<file path="src/rtl/signature_analyzer.sv">
// MISR response compactor for BIST: compacts scan-out while scan_en is high, then checks against GOLDEN.
// Optional macro SIG_CYCLE_CHECK_EN: match additionally requires cycle_count == EXP_CYCLES.
module signature_analyzer #(
  parameter int unsigned           WIDTH      = 16,
  parameter logic [WIDTH-1:0]      POLY       = 16'h1021,
  parameter logic [WIDTH-1:0]      SEED       = 16'h0000,
  parameter logic [WIDTH-1:0]      GOLDEN     = 16'h0000,
  parameter logic [15:0]           EXP_CYCLES = 16'd13026
) (
  input  logic             clock,
  input  logic             reset,
  input  logic             scan_en,
  input  logic             bist_running,
  input  logic             bist_end,
  input  logic [WIDTH-1:0] scan_out,
  output logic [WIDTH-1:0] signature,
  output logic [15:0]      cycle_count,
  output logic             done,
  output logic             pass,
  output logic             fail
);

  typedef enum logic [1:0] {
    IDLE  = 2'd0,
    RUN   = 2'd1,
    CHECK = 2'd2,
    DONE  = 2'd3
  } state_t;

  state_t           state;
  logic [WIDTH-1:0] misr;
  logic [WIDTH-1:0] misr_next;
  logic [15:0]      cnt;
  logic [15:0]      cnt_next;
  logic             fb;
  logic             match;

  always_comb begin
    misr_next    = '0;
    fb           = misr[WIDTH-1];
    misr_next[0] = scan_out[0] ^ (POLY[0] & fb);
    for (int unsigned i = 1; i < WIDTH; i++) begin
      misr_next[i] = misr[i-1] ^ scan_out[i] ^ (POLY[i] & fb);
    end
  end

  always_comb begin
    cnt_next = (cnt == '1) ? cnt : cnt + 16'd1;
  end

`ifdef SIG_CYCLE_CHECK_EN
  always_comb begin
    match = (misr == GOLDEN) && (cnt == EXP_CYCLES);
  end
`else
  always_comb begin
    match = (misr == GOLDEN);
  end
`endif

  always_ff @(posedge clock) begin
    if (!reset) begin
      state <= IDLE;
      misr  <= SEED;
      cnt   <= '0;
      done  <= 1'b0;
      pass  <= 1'b0;
      fail  <= 1'b0;
    end else begin
      case (state)
        IDLE: begin
          misr <= SEED;
          cnt  <= '0;
          done <= 1'b0;
          pass <= 1'b0;
          fail <= 1'b0;
          if (bist_running) state <= RUN;
        end
        RUN: begin
          if (bist_end) begin
            if (scan_en) begin
              misr <= misr_next;
              cnt  <= cnt_next;
            end
            state <= CHECK;
          end else if (!bist_running) begin
            // Abort: drop the partial signature immediately so IDLE never exposes it
            misr  <= SEED;
            cnt   <= '0;
            state <= IDLE;
          end else if (scan_en) begin
            misr <= misr_next;
            cnt  <= cnt_next;
          end
        end
        CHECK: begin
          done  <= 1'b1;
          pass  <= match;
          fail  <= ~match;
          state <= DONE;
        end
        DONE: begin
          if (bist_running) begin
            misr  <= SEED;
            cnt   <= '0;
            done  <= 1'b0;
            pass  <= 1'b0;
            fail  <= 1'b0;
            state <= RUN;
          end
        end
        default: state <= IDLE;
      endcase
    end
  end

  assign signature   = misr;
  assign cycle_count = cnt;

endmodule

</file>
<file path="config.mk">
export PLATFORM = sky130hd
export DESIGN_NAME = signature_analyzer
export DESIGN_NICKNAME = d
export VERILOG_FILES = /design/src/rtl/signature_analyzer.sv
export SDC_FILE = /design/constraint.sdc
export NUM_CORES = 1
export LEC_CHECK = 0
export ABC_AREA = 1
export CORE_ASPECT_RATIO = 1.1
export CORE_MARGIN = 5
export CORE_UTILIZATION = 50
export CTS_BUF_LIST = sky130_fd_sc_hd__clkbuf_4
export DETAILED_ROUTE_END_ITERATION = 8
export PLACE_DENSITY = 0.82
export SYNTH_ARGS = -nofsm -noshare
export SYNTH_HDL_FRONTEND = slang
export SYNTH_SLANG_ARGS = --single-unit
</file>
<file path="constraint.sdc">
create_clock -name clock -period 4.7 [get_ports clock]
set_input_delay 0.94 -clock clock [delete_from_list [all_inputs] [get_ports clock]]
set_output_delay 0.94 -clock clock [all_outputs]
set_load 0.05 [all_outputs]
</file>
==> implementation parameters <==
Parameter                              Value

Run status
  Status ... finished, final reports clean

Cells and area
  Final layout net count ... 389
  Most frequent cells in the layout ... sky130_fd_sc_hd__nand2_1 (60), sky130_fd_sc_hd__clkdlybuf4s50_1 (55), sky130_fd_sc_hd__inv_1 (43)
  Area growth from synthesis to layout ... 28.8%
  # diodes ... 0
  Share of final-layout standard cells stronger than drive strength 1 ... 9.34%
  Most common library cell in the layout ignoring fill and taps ... sky130_fd_sc_hd__nand2_1
  Sequential cell area ... 741 sq um
  Area of combinational cells with multiple inputs ... 1180 sq um
  Fillcell total ... 394

Logic synthesis
  Count of distinct cell types in the synthesized netlist ... 34
  Count of warnings emitted by yosys ... 0
  Syn nets ... 333
  Post-Synth Simple-Gate Area ... 30.9%
  Share of synthesized flip-flops with an asynchronous set or reset ... 0%
  Post-Synth Adder-Cell Area ... 2.32%
  Synthesized area per cell ... 7.02 sq um
  Main combinational cell family by area after synthesis ... simple AND/OR/NAND/NOR gates
  FF+latch count, synth ... 37
  Number of enable-type register cells in the synthesized netlist ... 0
  Cell count after synthesis ... 308
  Share of cell area taken by muxes after synthesis ... 0%
  Sequential fraction of the synthesis area ... 34.3%
  Cell area after synthesis ... 2160 sq um
  Compound-gate portion of the synthesized area ... 14.5%
  Xor/xnor cell area share of the yosys netlist ... 6.89%
  Prevailing post-synth register cell ... sky130_fd_sc_hd__dfxtp_1

Critical path
  Largest stage delay, worst path ... 850 ps
  Buffers & Inverters on Critical Path ... 1
  R2r setup slk ... 2980 ps
  RR Startpoint ... cycle_count[0]
  First element of the critical path ... cycle_count[12]
  Capture point of the worst reg-to-reg path ... cycle_count[4]
  Kind of critical path ... flop to output port
  Cell Chain, Critical Path ... clkdlybuf4s50_1
  Cell type group with the largest total delay on the critical path ... buffers and inverters
  Type of origin of the critical path ... flop
  Capturing element type of the critical path ... output port
  CP required ... 3760 ps
  CP Depth ... 1
  Cell with the largest stage delay on the worst path ... sky130_fd_sc_hd__clkdlybuf4s50_1
  Register-to-Register Path Depth ... 9
  Arrival time of the worst setup path ... 1680 ps
  Critical path endpoint ... cycle_count[12]
  Crit path max fanout ... 7

Drt
  1st-iter DRT viols ... 113
  Antenna viol nets, final ... 0
  DRC errors left ... 0
  Ratio of routed vias to standard cells ... 4.98
  Initial DRT Pass Iterations ... 4
  Wire length reported by the detailed router ... 5.13 mm
  Vias after detailed routing ... 2083
  Mean routed wirelength per cell ... 12.3 microns

Clock tree
  Number of buffers on the longest clock path ... 2
  Clk sink count ... 37
  Number of buffers added for setup after CTS ... 0
  Clock latency on the worst-skew pair ... 350 ps
  Clk pin slew, worst setup/hold paths ... 120 ps
  Clock buffers created by TritonCTS ... 5
  Post-CTS sizing ... 0
  CTS Root Cell ... sky130_fd_sc_hd__clkbuf_4
  Hold bufs inserted after CTS ... 0
  TritonCTS clock tree ... built
  H-Tree Depth ... 2

STA
  Achievable Freq ... 0.382 GHz
  Setup total negative slack ... 0 ps
  Final setup violation count ... 0
  Skew final ... 13.0 ps
  Number of slew-limit violations in the final report ... 0
  Final clock period utilization by the worst path ... 55.7%
  Min cycle time layout ... 2620 ps
  Final number of hold-violating endpoints ... 0
  Setup repair after global routing missed its margin ... no
  Hold slack ... 482 ps
  Relative slew slack ... 64.5%
  Slew at the pin closest to its max-slew limit ... 531 ps

Global routing
  Pin count of the biggest net entering global routing ... 28
  GR Overflow Total ... 0
  Antenna violations before repair ... 0
  Via count of the first global-routing pass ... 1957
  GR Util All Layers ... 18.9%
  Global-route wire length before repair ... 8.65 mm

Power and ir drop
  Total design power ... 958 uW
  Power density over the cells ... 344 nW/um^2
  Leak pwr ... 0.00110 uW
  Worst vdd rail ir drop ... 0.000209 V

Floorplan
  Row Count ... 25
  Full die area ... 5740 sq um
  Die W ... 72.7 microns
  IO Pins ... 56
  Die Span Y ... 78.9 microns
  Effective utilization at floorplan ... 50.8%
  CORE AREA ... 4250 sq um

Place
  HPWL after detailed placement ... 3.96 mm
  Final Wtd Congestion ... 0.868
  Port buffer count ... 55

Hold path
  Classification of the worst-slack hold path ... flop to flop
  HP Start ... fail
  Number of instances on the worst hold path ... 2

Job
  Max-capacitance violation count ... 0
## routing by layer
metal	global-route usage, %	part of all wire, %
met1	23.3	45
met2	31.7	47
met3	4.68	6.4
met4	6.83	1.7
met5	0	0
## kinds of logic after synthesis
family / count (synthesis)
simple gates: 134
buf+inv: 57
fa+ha+maj: 4
compound gates: 59
flops: 37
xor+xnor: 17
## through the flow
| step | utilization, % | cells | worst slack, ps | cell area, sq um |
|---|---|---|---|---|
| floorplan | - | 308 | 2760 | 2160 |
| global placement | 64.3 | 411 | 2180 | 2730 |
| detailed placement | 64.3 | 411 | 2140 | 2730 |
| CTS | 65.4 | 418 | 2070 | 2780 |
| global route | 65.4 | 418 | 1990 | 2780 |
| finish | 65.4 | 418 | 2080 | 2780 |
## state kept, by name, indices dropped and copies added, names as in the netlist
name,count
pass,1
state,2
signature,16
done,1
fail,1
cycle_count,16
## cell usage after synthesis, drive strengths merged (4+ instances only)
| library cell | instances | area (sq um) |
|---|---|---|
| a21oi | 30 | 158 |
| buf | 4 | 37.5 |
| dfxtp | 37 | 741 |
| ha | 4 | 50.1 |
| inv | 50 | 193 |
| nand2 | 68 | 285 |
| nand3 | 16 | 85.1 |
| nand4 | 6 | 37.5 |
| nor2 | 38 | 203 |
| nor3 | 4 | 36.3 |
| o21ai | 24 | 120 |
| xor2 | 14 | 123 |
## power breakdown
group | switching, uW | leakage (uW) | internal, uW
combinational | 276 | 0.000776 | 140
clock | 103 | 0.0000292 | 60.2
sequential | 32.2 | 0.000300 | 346
## cell type report
type | instances | share of cell area (%)
Multi-Input combinational cell | 214 | 42.4
Sequential cell | 37 | 26.6
Clock buffer | 6 | 1.62
Inverter | 51 | 7.06
Tap cell | 54 | 2.43
Timing Repair Buffer | 55 | 19.8
Clock inverter | 1 | 0.135
## worst min path at each step
stage	endpoint
6_report	fail
5_1_grt	fail
4_1_cts	fail
3_5_place_dp	fail
3_3_place_gp	done
2_1_floorplan	state[1]
No activity file was read; power rests on OpenSTA's default activity.
